### src/rtl/bin2seg_scan.sv
`default_nettype none
// ============================================================================
//  Module   : bin2seg_scan
//  Purpose  : Serial binary-to-BCD converter (shift-add-3) feeding a
//             time-multiplexed 7-segment display. Features leading-zero
//             blanking and a dash display when the value does not fit.
//  Ports    : clk, rst        - clock, synchronous active-high reset
//             bin_in, load    - value to convert and start request
//             busy, done      - conversion running / one-cycle result pulse
//             overflow        - last converted value >= 10^DIGITS
//             seg[6:0]        - segments a..g (seg[6]=a)
//             an[DIGITS-1:0]  - one-hot digit select, an[0] = units
//  Revision : 1.0 - initial release
// ============================================================================
module bin2seg_scan #(
  parameter int WIDTH         = 8,
  parameter int DIGITS        = 3,
  parameter int SCAN_DIV      = 50000,
  parameter int ACTIVE_LOW    = 1,
  parameter int BLANK_LEADING = 1
) (
  input  logic              clk,
  input  logic              rst,
  input  logic [WIDTH-1:0]  bin_in,
  input  logic              load,
  output logic              busy,
  output logic              done,
  output logic              overflow,
  output logic [6:0]        seg,
  output logic [DIGITS-1:0] an
);

  localparam int NIBS   = DIGITS + 4;
  localparam int BCD_W  = 4 * NIBS;
  localparam int DISP_W = 4 * DIGITS;
  localparam int CNT_W  = $clog2(WIDTH + 1);
  localparam int SCAN_W = (SCAN_DIV > 1) ? $clog2(SCAN_DIV) : 1;
  localparam int DIG_W  = (DIGITS > 1) ? $clog2(DIGITS) : 1;

  function automatic logic [63:0] pow10(input int n);
    logic [63:0] r;
    r = 64'd1;
    for (int i = 0; i < n; i++) r = r * 64'd10;
    return r;
  endfunction

  localparam logic [63:0]       LIMIT     = pow10(DIGITS);
  localparam logic [CNT_W-1:0]  CNT_INIT  = CNT_W'(WIDTH);
  localparam logic [CNT_W-1:0]  CNT_ONE   = CNT_W'(1);
  localparam logic [SCAN_W-1:0] SCAN_LAST = SCAN_W'(SCAN_DIV - 1);
  localparam logic [DIG_W-1:0]  DIG_LAST  = DIG_W'(DIGITS - 1);
  localparam logic [DIG_W-1:0]  DIG_ONE   = DIG_W'(1);
  localparam logic [DIGITS-1:0] AN_ONE    = DIGITS'(1);
  localparam logic [6:0]        SEG_DASH  = 7'b1111110;
  localparam logic [6:0]        SEG_BLANK = 7'b1111111;
  localparam logic [6:0]        SEG_RST   = (ACTIVE_LOW != 0) ? 7'b0000001 : 7'b1111110;
  localparam logic [DIGITS-1:0] AN_RST    = (ACTIVE_LOW != 0) ? ~AN_ONE : AN_ONE;

  typedef enum logic [1:0] {S_IDLE = 2'd0, S_SHIFT = 2'd1, S_LATCH = 2'd2} state_t;

  // Active-low a..g patterns for decimal digits.
  function automatic logic [6:0] dec7(input logic [3:0] v);
    case (v)
      4'd0:    dec7 = 7'b0000001;
      4'd1:    dec7 = 7'b1001111;
      4'd2:    dec7 = 7'b0010010;
      4'd3:    dec7 = 7'b0000110;
      4'd4:    dec7 = 7'b1001100;
      4'd5:    dec7 = 7'b0100100;
      4'd6:    dec7 = 7'b0100000;
      4'd7:    dec7 = 7'b0001111;
      4'd8:    dec7 = 7'b0000000;
      4'd9:    dec7 = 7'b0000100;
      default: dec7 = SEG_BLANK;
    endcase
  endfunction

  state_t              state_q, state_d;
  logic [CNT_W-1:0]    cnt_q, cnt_d;
  logic [WIDTH-1:0]    bin_q, bin_d;
  logic [BCD_W-1:0]    bcd_q, bcd_d, adj;
  logic                busy_q, busy_d, done_q, done_d;
  logic                ovf_pend_q, ovf_pend_d, ovf_q, ovf_d;
  logic [DISP_W-1:0]   disp_q, disp_d;
  logic [SCAN_W-1:0]   scan_q, scan_d;
  logic [DIG_W-1:0]    dig_q, dig_d;
  logic [6:0]          seg_q, seg_d, raw;
  logic [DIGITS-1:0]   an_q, an_d, an_hot, blank;
  logic [3:0]          nib;
  logic                all_zero;

  // Conversion FSM and datapath next state.
  always_comb begin
    state_d    = state_q;
    cnt_d      = cnt_q;
    bin_d      = bin_q;
    bcd_d      = bcd_q;
    busy_d     = busy_q;
    done_d     = 1'b0;
    ovf_pend_d = ovf_pend_q;
    ovf_d      = ovf_q;
    disp_d     = disp_q;

    adj = bcd_q;
    for (int i = 0; i < NIBS; i++) begin
      if (bcd_q[4*i +: 4] >= 4'd5) adj[4*i +: 4] = bcd_q[4*i +: 4] + 4'd3;
    end

    case (state_q)
      S_IDLE: begin
        if (load) begin
          state_d    = S_SHIFT;
          bin_d      = bin_in;
          bcd_d      = '0;
          cnt_d      = CNT_INIT;
          busy_d     = 1'b1;
          // Overflow is decided on the captured binary value, so it stays
          // correct even when the working BCD is too narrow for all digits.
          ovf_pend_d = (64'(bin_in) >= LIMIT);
        end
      end
      S_SHIFT: begin
        bcd_d = (adj << 1) | BCD_W'(bin_q[WIDTH-1]);
        bin_d = bin_q << 1;
        cnt_d = cnt_q - CNT_ONE;
        if (cnt_q == CNT_ONE) state_d = S_LATCH;
      end
      S_LATCH: begin
        disp_d  = bcd_q[DISP_W-1:0];
        ovf_d   = ovf_pend_q;
        done_d  = 1'b1;
        busy_d  = 1'b0;
        state_d = S_IDLE;
      end
      default: state_d = S_IDLE;
    endcase
  end

  // Scan index and registered digit drive. seg/an are computed from the
  // next-state display and index so they switch on the same edge.
  always_comb begin
    scan_d = scan_q + SCAN_W'(1);
    dig_d  = dig_q;
    if (scan_q == SCAN_LAST) begin
      scan_d = '0;
      dig_d  = (dig_q == DIG_LAST) ? '0 : dig_q + DIG_ONE;
    end

    all_zero = 1'b1;
    blank    = '0;
    for (int k = DIGITS - 1; k >= 0; k--) begin
      all_zero = all_zero & (disp_d[4*k +: 4] == 4'd0);
      if (k != 0 && BLANK_LEADING != 0) blank[k] = all_zero;
    end

    nib = disp_d[{dig_d, 2'b00} +: 4];
    if (ovf_d)              raw = SEG_DASH;
    else if (blank[dig_d])  raw = SEG_BLANK;
    else                    raw = dec7(nib);

    seg_d  = (ACTIVE_LOW != 0) ? raw : ~raw;
    an_hot = AN_ONE << dig_d;
    an_d   = (ACTIVE_LOW != 0) ? ~an_hot : an_hot;
  end

  always_ff @(posedge clk) begin
    if (rst) begin
      state_q    <= S_IDLE;
      cnt_q      <= '0;
      bin_q      <= '0;
      bcd_q      <= '0;
      busy_q     <= 1'b0;
      done_q     <= 1'b0;
      ovf_pend_q <= 1'b0;
      ovf_q      <= 1'b0;
      disp_q     <= '0;
      scan_q     <= '0;
      dig_q      <= '0;
      seg_q      <= SEG_RST;
      an_q       <= AN_RST;
    end else begin
      state_q    <= state_d;
      cnt_q      <= cnt_d;
      bin_q      <= bin_d;
      bcd_q      <= bcd_d;
      busy_q     <= busy_d;
      done_q     <= done_d;
      ovf_pend_q <= ovf_pend_d;
      ovf_q      <= ovf_d;
      disp_q     <= disp_d;
      scan_q     <= scan_d;
      dig_q      <= dig_d;
      seg_q      <= seg_d;
      an_q       <= an_d;
    end
  end

  assign busy     = busy_q;
  assign done     = done_q;
  assign overflow = ovf_q;
  assign seg      = seg_q;
  assign an       = an_q;

endmodule
`default_nettype wire
### config.mk
export PLATFORM = sky130hd
export DESIGN_NAME = bin2seg_scan
export DESIGN_NICKNAME = d
export VERILOG_FILES = /design/src/rtl/bin2seg_scan.sv
export SDC_FILE = /design/constraint.sdc
export NUM_CORES = 1
export LEC_CHECK = 0
export ABC_AREA = 1
export BUFFER_PORTS_ARGS = -buffer_cell sky130_fd_sc_hd__buf_2
export CAP_MARGIN = 20
export CORE_UTILIZATION = 55
export DETAILED_ROUTE_END_ITERATION = 16
export PLACE_DENSITY_LB_ADDON = 0.3
export SLEW_MARGIN = 10
export SYNTH_ARGS = -nofsm -noshare
export SYNTH_HDL_FRONTEND = slang
export SYNTH_SLANG_ARGS = --single-unit
### constraint.sdc
create_clock -name clk -period 2.5 [get_ports clk]
set_clock_uncertainty 0.05 [all_clocks]
set_input_delay 0.125 -clock clk [delete_from_list [all_inputs] [get_ports clk]]
set_output_delay 0.125 -clock clk [all_outputs]
set_load 0.005 [all_outputs]
* After elaboration in Yosys (flattened, before gate mapping) *
Memory sizes are Yosys's and may differ from the RTL's.
Index checks and enable logic that the tools add are counted.

operators by class
  bitwise operators = 3
  reduce and logical (&&, ||, !) cells = 9
  equality and inequality tests = 7
  shift operators = 2
  magnitude comparators = 8
  $add $sub $neg = 10
  mux-type cells = 27

operator list
  cell                                                                count
  case mux 28 bit (2 select lines)                                    1
  greater-or-equal comparator 4 x 3 -> 1 bit (second input constant)  7
  two-way mux 28 bit                                                  1
  two-way mux 4 bit                                                   7
  bitwise OR 28 x 1 -> 28 bit                                         1
  adder 4 x 2 -> 4 bit (second input constant)                        6
  adder 16 x 1 -> 16 bit (second input constant)                      1
  equality test 16 bit (second input constant)                        1
  case mux 8 bit (2 select lines)                                     1
  two-way mux 7 bit                                                   2
  two-way mux 12 bit                                                  1
  indexed part select 12 x 5 -> 4 bit                                 1
  zero test 4 bit                                                     2
  two-way mux 2 bit                                                   4
  two-way mux 8 bit                                                   1
  case mux 4 bit (2 select lines)                                     1
  AND reduction 2 bit                                                 3
  equality test 2 bit (second input constant)                         2
  equality test 4 x 1 -> 1 bit (second input constant)                1
  two-way mux 1 bit                                                   4
  != test 2 bit (second input constant)                               2
  case mux 2 bit (2 select lines)                                     1
  nonzero test 2 bit                                                  2
  subtractor 4 x 1 -> 4 bit (second input constant)                   1
  other kinds (12)                                                    12

word-level totals
  input bits = 11
  word-level logic and storage cells = 79
  register bits = 85
  memory bits (read-only) = 112
  memories kept = 1
  output and inout bits = 13

memory list
  memory           depth  bits a word  read ports  clocked after Yosys merged registers in  write ports  line  text
  (no name shown)  16     7            1           0                                        0            63    case (v)

* Longest topological paths before layout *
Gate-level depths: netlist of the first run.

  word-level depth = 8
  depth in mapped cells = 19
  mapped depth without buffers = 19

* Least setup slack after synthesis of the first run *
Ideal clock, no wire load.

  path type = register to register
  start = register scan_q[0]
  end = register seg_q[3] (netlist: seg[3])
  setup slack = 198 ps
  clock period less this slack = 2302 ps
  setup time = 109 ps
  stages on the path, launching flop included = 17
  data arrival time = 2143 ps
  path buffers = 1
  required time = 2341 ps
  path through = dfxtp_1 > ha_1 > nand3_4 > nor2_4 > nand3_1 > nand2_4 > inv_4 > buf_12 > a21oi_1 > inv_1 > ha_1 > inv_1 > nand3_1 > nand3_1 > nand3_1 > nand2_1 > inv_1

on the way
  word-level cells in the longest chain between the ends = 6
  elaborated cells on any way between the ends = 8
  those cells by class = eq/ne (1); shift (1); mux (5); memory (1)

RTL lines
  what                                                                                           line      text
  start, declared                                                                                85        logic [SCAN_W-1:0] scan_q, scan_d;
  start signal, assigned                                                                         191       scan_q <= scan_d;
  equality test 16 bit *                                                                         144       if (scan_q == SCAN_LAST) begin
  two-way mux 2 bit *                                                                            144
  indexed part select 12 x 5 -> 4 bit or binary-select mux 1 bit (select 2 bit) (tied branches)  156, 158
  memory (16 x 7 bit) or two-way mux 1 bit (tied branches)                                       -
  two-way mux 7 bit *                                                                            158       else if (blank[dig_d]) raw = SEG_BLANK;
  two-way mux 7 bit *                                                                            157       if (ovf_d) raw = SEG_DASH;
  end signal, assigned                                                                           193       seg_q <= seg_d;
  end, declared                                                                                  87        logic [6:0] seg_q, seg_d, raw;

Mark *: on every way between the ends. The rest lies on a longest branch, timed or not. The select of a mux whose other input is x is not followed.
A chain may end at the register's enable or synchronous reset.

* Worst setup path in the final report of the first run *
Same ends and word-level chain as after synthesis.

==> results of run 1 <==
[timing repair]
action	4_1_cts	5_1_grt
resized for setup	0	10
hold buffers	8	0
endpoints found under the hold margin	8	0
endpoints found under the setup margin	0	7
[per-stage QoR]
stage | instance area, um^2 | hold WS [ps]
floorplan | 3490 | 222.3
global placement | 3670 | 339.7
detailed placement | 3670 | 348.7
CTS | 3943 | 134.1
global route | 3968 | 147.2
finish | 3968 | 132.4
[kinds of logic after synthesis]
| logic type | synth area share (%) |
|---|---|
| and+or+nand+nor | 31.59 |
| buffers and inverters | 10.40 |
| adders and majority gates | 5.020 |
| DFF | 39.58 |
| AOI/OAI and AO/OA | 11.90 |
| xor gates and xnor gates | 1.506 |
[worst register-to-register path: cells and delay by family, from the launching register on]
family	cells	cell delay, ps
flip-flops	1	340
AND/OR/NAND/NOR	12	1120
buffers and inverters	3	160
adder cells (fa/ha/maj)	2	480
[final cells by class]
cell class | count | area share (%)
Clock inverter | 4 | 1.198
Clock buffer | 12 | 3.658
Inverter | 72 | 7.032
Timing Repair Buffer | 39 | 6.433
Sequential cell | 69 | 34.85
Multi-Input combinational cell | 341 | 44.47
Tap cell | 75 | 2.365
[sequential cells by signal, indices dropped and copies added (netlist names)]
| signal | count |
|---|---|
| disp_q | 12 |
| bin_q | 8 |
| busy | 1 |
| seg | 7 |
| done | 1 |
| scan_q | 16 |
| dig_q | 2 |
| cnt_q | 4 |
| bcd_q | 12 |
| an | 3 |
| overflow | 1 |
| state_q | 2 |
[synthesized netlist by cell type (2+ instances only)]
cell,n
sky130_fd_sc_hd__nor2_4,3
sky130_fd_sc_hd__dfxtp_1,69
sky130_fd_sc_hd__a21oi_1,31
sky130_fd_sc_hd__a21oi_4,2
sky130_fd_sc_hd__nor2_2,2
sky130_fd_sc_hd__o21ai_0,29
sky130_fd_sc_hd__xor2_1,5
sky130_fd_sc_hd__or2_2,2
sky130_fd_sc_hd__inv_1,69
sky130_fd_sc_hd__buf_2,2
sky130_fd_sc_hd__nor3_1,6
sky130_fd_sc_hd__nand4_1,5
sky130_fd_sc_hd__nand2_1,102
sky130_fd_sc_hd__nand2_4,3
sky130_fd_sc_hd__nand3_1,40
sky130_fd_sc_hd__clkbuf_1,8
sky130_fd_sc_hd__a31oi_1,8
sky130_fd_sc_hd__nor2_1,69
sky130_fd_sc_hd__nand2_2,11
sky130_fd_sc_hd__ha_1,14
[per-layer routing]
metal  GRT usage (%)  vias to the layer above  share of wire (%)
met5               0                        -                  0
met4           7.895                        0                1.1
met3           5.000                        6                2.9
met2           38.00                       38                 48
met1           26.45                     1395                 48
li1                -                     1639                  -
[placed cells by master, fill, tap and decap left out, drive strengths merged, types with 6 or more instances in the layout]
| master | Yosys | routed |
|---|---|---|
| nand3 | 41 | 41 |
| a31oi | 8 | 8 |
| nor3 | 6 | 6 |
| o21ai | 30 | 30 |
| buf | 5 | 31 |
| a21oi | 33 | 33 |
| nor2 | 74 | 74 |
| dlygate4sd3 | 0 | 8 |
| nand2 | 116 | 116 |
| ha | 14 | 14 |
| dfxtp | 69 | 69 |
| inv | 71 | 71 |
| clkbuf | 9 | 12 |
[where the power goes]
part / switching (mW) / leakage [nW] / internal [mW] / total (mW)
clock: 0.414 / 0.0964 / 0.486 / 0.900
combinational: 0.109 / 1.14 / 0.0636 / 0.173
sequential: 0.0182 / 0.560 / 1.13 / 1.15
[worst max-delay path by stage]
stage | endpoint | slack [ps] | depth (start not counted)
after floorplan | seg[3] | 200 | 16
after global placement | seg[3] | 170 | 17
after detailed placement | seg[3] | 80 | 17
after CTS | seg[3] | 70 | 17
after global routing | seg[3] | 10 | 17
final | seg[3] | 250 | 17
==> impl_summary.md, run 1 <==
Timing
The pin slew with the least headroom to its limit is 555.9 ps. The total negative slack for setup checks is 0 ps. The achievable clock frequency is between 400 and 500 MHz. The minimum clock period after layout is 2250 ps. In this run the tightest slew margin relative to its limit is between 60% and 70%. The fraction of the cycle the final worst path needs is 89.99%. The worst path meets setup with 250.3 ps of slack. The max-slew violation total from the final report is 0. The count of final hold-check violations is 0. Setup violations remaining at the end of the flow were counted as 0.

Setup repair after global routing left no endpoint under its margin.

GRT
The number of global-route vias before repair was 2,721. The initial antenna violation count is 0. The total congestion overflow after global routing is 0. The total track usage is 21.94%.

Entering global routing, the biggest net connects 37 pins. The global-route wire length before repair is 11,300 um.

Setup path
For this run, the slowest stage of the critical path takes 340 ps. The category of cells accounting for the largest share of critical-path delay is simple AND/OR/NAND/NOR gates. The setup path with the least slack is of type reg -> reg.

The end of the worst register-to-register path is seg[3]. In this run the critical register-to-register path is launched from scan_q[0]. The count of buffer and inverter cells on the critical path is 3.

Traced cell by cell, the critical path runs through ha_2 -> nand3_4 -> nor2_4 -> nand2_2 -> nand2_2 -> nand2_4 -> nor2_2 -> nand2_1 -> nand2_2 -> inv_1 -> ha_1 -> inv_1 -> nand2_1 -> nand3_1 -> nand3_1 -> nand2_1 -> inv_1. Data on the critical path arrives at its endpoint at roughly 2400 ps. The critical path's slowest cell is sky130_fd_sc_hd__dfxtp_2. Of all nets on the critical path, the largest fanout is 6. The nature of the critical path startpoint is a flop. The critical path data required time is between 2000 and 3000 ps. The setup slack on the worst flop-to-flop path is 250 ps. The endpoint class of the critical path is a flop. The number of cells on the worst reg-to-reg path is 17.

The critical path starts at scan_q[0].

Routing
After detailed routing, the number of remaining DRC violations is 0. The remaining antenna violation count after routing is 0. The routed length per instance is 11.30 um. The detailed router finished its first iteration with 112 violations. Dividing the detail-routed via count by the number of cells gives 5.029. The vias after detailed routing is 3,078. Wires add up to 6917 um. The number of detailed-routing iterations run before antenna repair is 4.

Synthesis
In this run, synthesis produced a sequential element count of 69. The Yosys step of the flow raised 0 warnings. In the synthesized netlist the dominant register cell turns out to be sky130_fd_sc_hd__dfxtp_1. In this run the mean area of a mapped cell was 7.035 um^2. After synthesis, the largest area contributor takes up 39.58% of total cell area. Sequential elements use 39.58% of the synthesized area. Of all cell types, the one taking the most synthesized area is sky130_fd_sc_hd__dfxtp_1. Synthesis produced 496 cells.

The number of enable-type register cells in the synthesized netlist is 0. The share of flip-flops with an asynchronous set or reset is 0%. After synthesis, the netlist uses 36 different library cells. The number of nets produced by synthesis is 521. By area the synthesized netlist is led by sky130_fd_sc_hd__dfxtp_1 40%, sky130_fd_sc_hd__nand2_1 11%, sky130_fd_sc_hd__inv_1 7.4%. The cell area that synthesis handed to floorplanning was around 0.0035 mm^2.

Clock tree
The deepest clock path buffer count is 2. The tree built by TritonCTS fans out to a little under 70 sinks. Buffers added to address setup during post-CTS repair amount to 0. The number of H-tree branching levels is 3. CTS placed an instance of sky130_fd_sc_hd__clkbuf_8 at the clock tree root. TritonCTS built the clock tree. The clock latency on the worst-skew pair is 340 ps. Clock tree synthesis inserted a total of 9 buffers.

Clock-pin slew was measured on the worst setup and hold paths at 70 ps.

Power
The maximum vdd drop is between 0.4 and 0.5 mV. The standby leakage power is 1.794 nW. For this design the ratio of total power to cell area is approximately 560 mW/mm^2.

Overall power consumption after layout is estimated at 2.223 mW.

Worst hold path
Along the worst hold path, the cell count comes to 5. The startpoint identified for the worst hold timing path is load. The worst hold path belongs to the class in -> reg. The worst hold path terminates at bin_q[0].

Floorplan
The number of core rows is 28. From bottom edge to top edge, the die measures 81.66 um. The core outline area is 0.006026 mm^2. Pin placement for this block handled 24 I/O pins. The die footprint is 0.006668 mm^2.

In this run the horizontal extent of the chip is 81.66 um. Once the floorplan was initialized, standard cells occupied 57.91% of the core.

Placement
The placed instance count is roughly 600. Before CTS, the worst setup slack after placement is 75.26 ps. The congestion estimate from routability-driven global placement came to 0.8547. The estimated wirelength of the detail-placed design is 4818 um. The number of port buffers is 23.

Job
The number of max-capacitance violations reported is 0.

Layout
For this run, the post-layout net count is approximately 560. Compared with the post-synthesis result, the final layout area differs by 13.70%. The register area is 0.001383 mm^2.

The number of fill cells in the layout is 533. Cells with a size suffix above 1 make up 15.08% of the layout. The diode insertion count for antenna repair is 0. The finished layout holds 612 standard cells, fillers aside. At the end of the flow the core is filled with cells to between 60% and 70%.

Summing all multi-input logic gate instances after layout gives 0.001764 mm^2.

Status
The run finished with clean final reports.
No activity file was read; power rests on OpenSTA's default activity.
==> run 2, diff against run 1 <==
Settings changed: MAX_ROUTING_LAYER set to met4, SETUP_SLACK_MARGIN set to 0.1.
==> run 2 against run 1 <==
Net effect: worst setup slack gained 15 ps; largest cell class unchanged; hold slack better by 2.6 ps; largest power group unchanged; clock power about the same.
==> impl_summary.md, run 2 (synthesized netlist as in run 1, its figures left out) <==
Power
The power per unit of standard cell area is 554.0 mW/mm^2. The standby leakage power is 1.811 nW. VDD sags by at most 0.4809 mV.

Clock tree
The cell at the root of the clock tree is sky130_fd_sc_hd__clkbuf_8. The clock-pin slew of the registers on the worst-case setup and hold paths is 70 ps. The clock sink count is 69.

The total clock buffers created by CTS is 9. The H-tree was split into 3 levels. The clock latency on the worst-skew pair is 340 ps.

TritonCTS built the clock tree. The deepest clock path buffer count is 2.

Routing
Summed over all layers, the routed wires come to between 7000 and 8000 um. In the final routed layout, each cell accounts on average for 11.44 um. The number of DRC violations after detailed routing is 0. In this run the remaining antenna-violating nets after routing total 0. The vias after detailed routing is 3,118. Dividing the detail-routed via count by the number of cells gives 5.070. For this block, the initial DRC count from the detailed router was roughly 100.

The number of detailed-routing iterations run before antenna repair is 4.

Placement
Once placement completed, the tool counted placed cells totaling 588. Routability-driven placement finished with a final weighted congestion of 0.8683. Summed over all nets, the half-perimeter wirelength after detailed placement is around 4800 um. During placement, the flow inserted port buffers numbering 23.

GRT
The first global-routing pass estimated 11,290 um of wire. For this run, the total global-route usage over all layers was measured as 22.55%. The number of global-route vias before repair is 2,717.

Summed over all layers, the global routing overflow is 0. The initial antenna violation count is 0. The largest net degree at the start of global routing is 37.

Setup path
The largest fanout on the critical path is 5. The critical path goes through ha_4 -> nand3_4 -> nor2_4 -> nand2_2 -> nand2_2 -> nand2_4 -> nor2_2 -> nand2_1 -> nand2_2 -> inv_1 -> ha_1 -> inv_1 -> nand2_1 -> nand3_1 -> nand3_1 -> nand2_1 -> inv_1. STA puts the critical path data arrival time at 2430 ps. The nature of the critical path startpoint is a flop. The setup slack on the worst flop-to-flop path is 270 ps.

The endpoint class of the critical path is a flop. For this run, the slowest stage of the critical path takes approximately 360 ps. The count of buffer and inverter cells on the critical path is 3.

The startpoint-to-endpoint class of the critical path is reg -> reg. The critical path's slowest cell is sky130_fd_sc_hd__dfxtp_4. At the worst endpoint, the required time is between 2000 and 3000 ps. The category of cells accounting for the largest share of critical-path delay is simple AND/OR/NAND/NOR gates.

Job
The number of max-capacitance violations reported is 0.

Floorplan
The region available for standard cell placement spans about 0.006 mm^2. During I/O placement, the number of pins put on the boundary was 24. Once the floorplan was initialized, standard cells occupied 57.91% of the core. The floorplan step set the die width to 81.66 um. The die footprint is 0.006668 mm^2. The number of core rows is 28. The height of the die is 81.66 um.

Layout
For this run, the number of standard cells in the final layout without fillers is between 600 and 700. The flip-flop count of the largest register after layout is 16. The final net count is 560. The largest registers in the layout are scan_q: 16 flops, bcd_q: 12 flops, disp_q: 12 flops. In the layout the commonest cells are 98 x sky130_fd_sc_hd__nand2_1, 69 x sky130_fd_sc_hd__inv_1, 68 x sky130_fd_sc_hd__nor2_1. The layout-stage area growth over the synthesis result is 14.99%. Of the cells placed in the final design, the portion with a size suffix greater than 1 is 16.30%. Leaving out fill and tap cells, the most frequent cell in the layout is sky130_fd_sc_hd__nand2_1.

The number of fill cells in the layout is 524. The most flop-heavy register is scan_q. 0 antenna diodes ended up in the layout.

Worst hold path
The tightest min-delay check is of the in -> reg type.

Timing
The max-slew violation total from the final report came to 0. The fraction of the cycle the final worst path needs is 89.39%. The count of final hold-check violations was 0. Measured against its own limit, the worst slew margin works out to 62.85%. The total negative slack for setup checks is 0 ps. The final number of setup-violating endpoints is 0.

The pin slew with the least headroom to its limit is 555.1 ps. Setup repair after global routing left no endpoint under its margin. The achievable clock frequency is 447.5 MHz.

The minimum clock period after layout is approximately 2200 ps.

Status
The flow ran to the end, and the final reports show no timing, DRC or antenna violations.
-- run 2: area by class of cell --
class / count / area (um^2) / area share (%)
Multi-Input combinational cell: 341 / 1779 / 44.34
Tap cell: 75 / 93.84 / 2.339
Sequential cell: 69 / 1390 / 34.64
Clock inverter: 4 / 47.55 / 1.185
Timing Repair Buffer: 42 / 277.8 / 6.922
Clock buffer: 12 / 145.1 / 3.617
Inverter: 72 / 279.0 / 6.954
-- run 2: repair_timing --
item	in CTS	in global routing
endpoints found under the hold margin	8	0
gates resized for setup	1	18
cloned	0	0
buffers inserted	0	3
pin swaps	0	2
hold buffers	8	0
endpoints found under the setup margin	1	7
-- run 2: final timing paths --
check / start / to / depth (start not counted)
min reg2reg: scan_q[0] / scan_q[0] / 1
max: scan_q[0] / seg[3] / 17
max reg2reg: scan_q[0] / seg[3] / 17
min: load / bin_q[0] / 5
-- run 2: routing by layer --
metal / routed length, um / share of wire [%] / vias up / GRT usage [%]
met2: 3401 / 48 / 40 / 38.00
met5: 0 / 0 / - / -
met3: 176 / 2.5 / 6 / 5.000
met4: 87 / 1.2 / 0 / 7.895
li1: - / - / 1653 / -
met1: 3369 / 48 / 1419 / 26.38
-- run 2: tightest hold or removal path, delay by kind of cell --
family / cells / cell delay (ps)
buf+inv: 1 / 90
simple gates: 3 / 200
compound gates: 1 / 50
-- run 2: metrics by stage --
step	total power, mW	setup slack [ps]	instance area (um^2)	util [%]	hold slack, ps
3_3_place_gp	1.331	169.9	3670	60.90	339.7
6_report	2.223	265.2	4013	66.59	134.9
3_5_place_dp	1.335	75.26	3670	60.90	348.7
2_1_floorplan	1.291	198.4	3490	-	222.3
5_1_grt	2.313	41.50	4013	66.59	147.2
4_1_cts	2.241	122.5	3945	65.47	134.1
-- run 2: where the power goes --
part	total (mW)	internal, mW	switching, mW	leakage [nW]
registers	1.15	1.13	0.0194	0.562
clock network	0.898	0.486	0.412	0.0964
logic	0.174	0.0649	0.109	1.15
total	2.22	1.68	0.540	1.81
==> run 3, diff against run 2 <==
Settings changed: CELL_PAD_IN_SITES_DETAIL_PLACEMENT set to 0, CELL_PAD_IN_SITES_GLOBAL_PLACEMENT set to 1, CORE_UTILIZATION 55 to 44.
==> run 3 against run 2 <==
Net effect: the run now ends with design-rule violations left; hold slack improved by 54 ps; utilization fell by 14 points; combinational power barely moved; cell count rose by 4.2%; critical path depth decreased by 1; die area rose by 24%; via count hardly changed; sequential share of layout area shrank 0.23 points; count of clock-buffer cells in the layout shrank 3; critical endpoint is now seg[6]; largest power group unchanged.
==> impl_summary.md, run 3 (synthesized netlist as in run 1, its figures left out) <==
Status
The flow ran to the end, but the final reports show violations. The checks that failed: design-rule violations.

Setup path
The critical path data required time is roughly 2700 ps. The startpoint-to-endpoint class of the critical path is reg -> reg. In this run the critical register-to-register path is captured at seg[6].

The source of the worst register-to-register timing path is scan_q[1]. Data arrives at the worst endpoint at 2430 ps. STA classifies the critical path startpoint as a flop. Among the stages of the critical path, the cell type that occurs most often is sky130_fd_sc_hd__nand3_1.

The critical path goes through ha_4 -> nand3_4 -> nor2_4 -> nand3_1 -> nand2_4 -> inv_4 -> a21oi_1 -> buf_4 -> inv_1 -> ha_1 -> inv_1 -> nand3_1 -> nand3_1 -> nand3_1 -> nand2_1 -> inv_1. For this run, the slowest stage of the critical path takes 360 ps. In this run the worst path has a maximum fanout of 12. The critical path's slowest cell is sky130_fd_sc_hd__dfxtp_2.

The worst register-to-register path has a setup slack of 260 ps. The number of cells on the worst reg-to-reg path is 16. The worst setup path is captured at a flop.

Worst hold path
The startpoint of the lowest-slack hold path is rst. The worst hold path belongs to the class in -> reg. The end point of the most critical hold path is seg[5].

The worst hold path passes through 5 cells.

Placement
Counting tap cells, the placed design contains a total of around 620 instances. In this run the tool buffered the top-level ports with 23 buffer cells. The pre-CTS worst setup slack is 123.4 ps. The congestion estimate from routability-driven global placement came to 0.8382. The wire-length estimate of the detail-placed layout is 5043 um.

Job
Max-cap violations in this run came to 0.

Layout
Compared with the post-synthesis result, the final layout area differs by 15.74%. For this run, the post-layout net count is 560. In the layout the commonest cells are 98 x sky130_fd_sc_hd__nand2_1, 69 x sky130_fd_sc_hd__inv_1, 68 x sky130_fd_sc_hd__nor2_1. The finished layout holds 641 standard cells, fillers aside. The flip-flop count of the largest register after layout is 16. Leaving out fill and tap cells, the most frequent cell in the layout is sky130_fd_sc_hd__nand2_1.

0 antenna diodes ended up in the layout. The layout has 787 filler cells. The largest registers in the layout are scan_q: 16 flops, bcd_q: 12 flops, disp_q: 12 flops. The sequential cells in the finished layout cover a total of 0.001390 mm^2. The total area of multi-input combinational cells is 0.001780 mm^2. Counting flops per register, the top entry is scan_q.

The fraction of final layout cells with drive strength greater than 1 is 16.33%.

Floorplan
The core region is slightly below 0.008 mm^2. In this run the vertical extent of the chip is 91.06 um. The starting density of the core is a little under half. The die footprint is 0.008291 mm^2. In this run the horizontal extent of the chip is 91.06 um. The number of core rows is 32.

In this run the count of I/O pins placed on the die edge is 24.

Timing
After layout, the worst path uses between 80% and 90% of the clock period. The total negative slack for setup checks is 0 ps. Setup violations remaining at the end of the flow were counted as 0. The headroom to the max-slew limit is 59.30%. The least setup slack across all paths after layout is 261.8 ps.

The count of final hold-check violations is 0. The max-slew violation total from the final report came to 0. The pin slew with the least headroom to its limit is between 600 and 700 ps. For this run, the top clock speed supported by timing is 446.8 MHz. Setup repair after global routing left no endpoint under its margin. The minimum clock period after layout is between 2000 and 2500 ps.

Routing
After the first detailed-routing iteration, the DRC count stood at between 100 and 150. The number of DRC violations after detailed routing is 1. Dividing the detail-routed via count by the number of cells gives slightly below 5.

The routed design has between 7000 and 8000 um of wire. Detailed routing inserted a total of 3,116 vias. The first TritonRoute pass finished after 10 iterations.

The remaining antenna violation count after routing is 0. Dividing the detail-routed wire length by the instance count gives 11.41 um.

GRT
The initial antenna violation count is 0. The global-route wire length before repair is 12,540 um. The total track usage is 19.42%. The number of global-route vias before repair was 2,841. After global routing the overflow that remains totals 0.

Entering global routing, the biggest net connects 37 pins.

Clock tree
Clock tree synthesis inserted a total of 9 buffers. The tree is rooted in a sky130_fd_sc_hd__clkbuf_8. After clock tree synthesis, the clock-pin slew on the worst setup and hold paths is 80 ps. The H-tree was split into 3 levels.

The clock net in this run drives a total of 69 sinks. TritonCTS built the clock tree. Clock latency on the worst-skew pair, taken at its later pin, is 340 ps. The deepest clock path buffer count is 2.

Power
The standby leakage power is ~1.8 nW. The maximum vdd drop is 0.3189 mV. The power per unit of standard cell area is between 500 and 600 mW/mm^2.
==> run 3: cell count changes in the layout (fill, tap and decap cells not counted), sizes merged <==
cell    previous run  this run
clkbuf            12         9
clkinv             3         5
==> run 3: layer usage <==
layer  share of wire (%)  track usage, %
met5                   0               -
met4                 1.2           6.746
met3                 2.6           3.685
met2                  47           31.76
met1                  49           24.00
==> run 3: layout make-up <==
class | instances | share of cell area (%)
Clock buffer | 9 | 3.067
Clock inverter | 6 | 1.611
Inverter | 72 | 6.784
Multi-Input combinational cell | 341 | 44.08
Sequential cell | 69 | 34.42
Tap cell | 102 | 3.160
Timing Repair Buffer | 42 | 6.877
==> run 3: power breakdown <==
part           total (mW)  internal, mW  switching (mW)
clock network       0.892         0.455           0.437
logic               0.176        0.0652           0.111
registers            1.15          1.13          0.0193
total                2.22          1.65           0.567
==> run 3: worst max path at each step <==
stage / from / to / slack (ps)
final: scan_q[1] / seg[6] / 260
after global routing: scan_q[0] / seg[3] / 100
after CTS: scan_q[0] / seg[3] / 100
after detailed placement: scan_q[0] / seg[3] / 120
after global placement: scan_q[0] / seg[3] / 170
after floorplan: scan_q[0] / seg[3] / 200
==> run 3: worst max-delay path, delay by kind of cell, from the launching register on <==
kind                       cells  cell delay, ps
AOI/OAI and AO/OA              1             160
buffers and inverters          5             390
DFF                            1             360
adders and majority gates      2             350
and+or+nand+nor                8             810
==> run 3: metrics by stage <==
stage	hold slack [ps]	utilization [%]	total power, mW	cell area [um^2]
final	189.4	52.54	2.218	4039
after global routing	206.5	52.54	2.320	4039
after CTS	178.9	51.87	2.242	3988
after detailed placement	340.3	48.37	1.339	3719
after global placement	334.3	48.37	1.336	3719
after floorplan	222.3	-	1.291	3490
==> run 3: repair_timing <==
action	CTS	global route
setup buffers	0	1
endpoints found under the setup margin	0	15
hold endpoints to repair	8	0
hold buffers	8	0
gates resized for setup	0	17
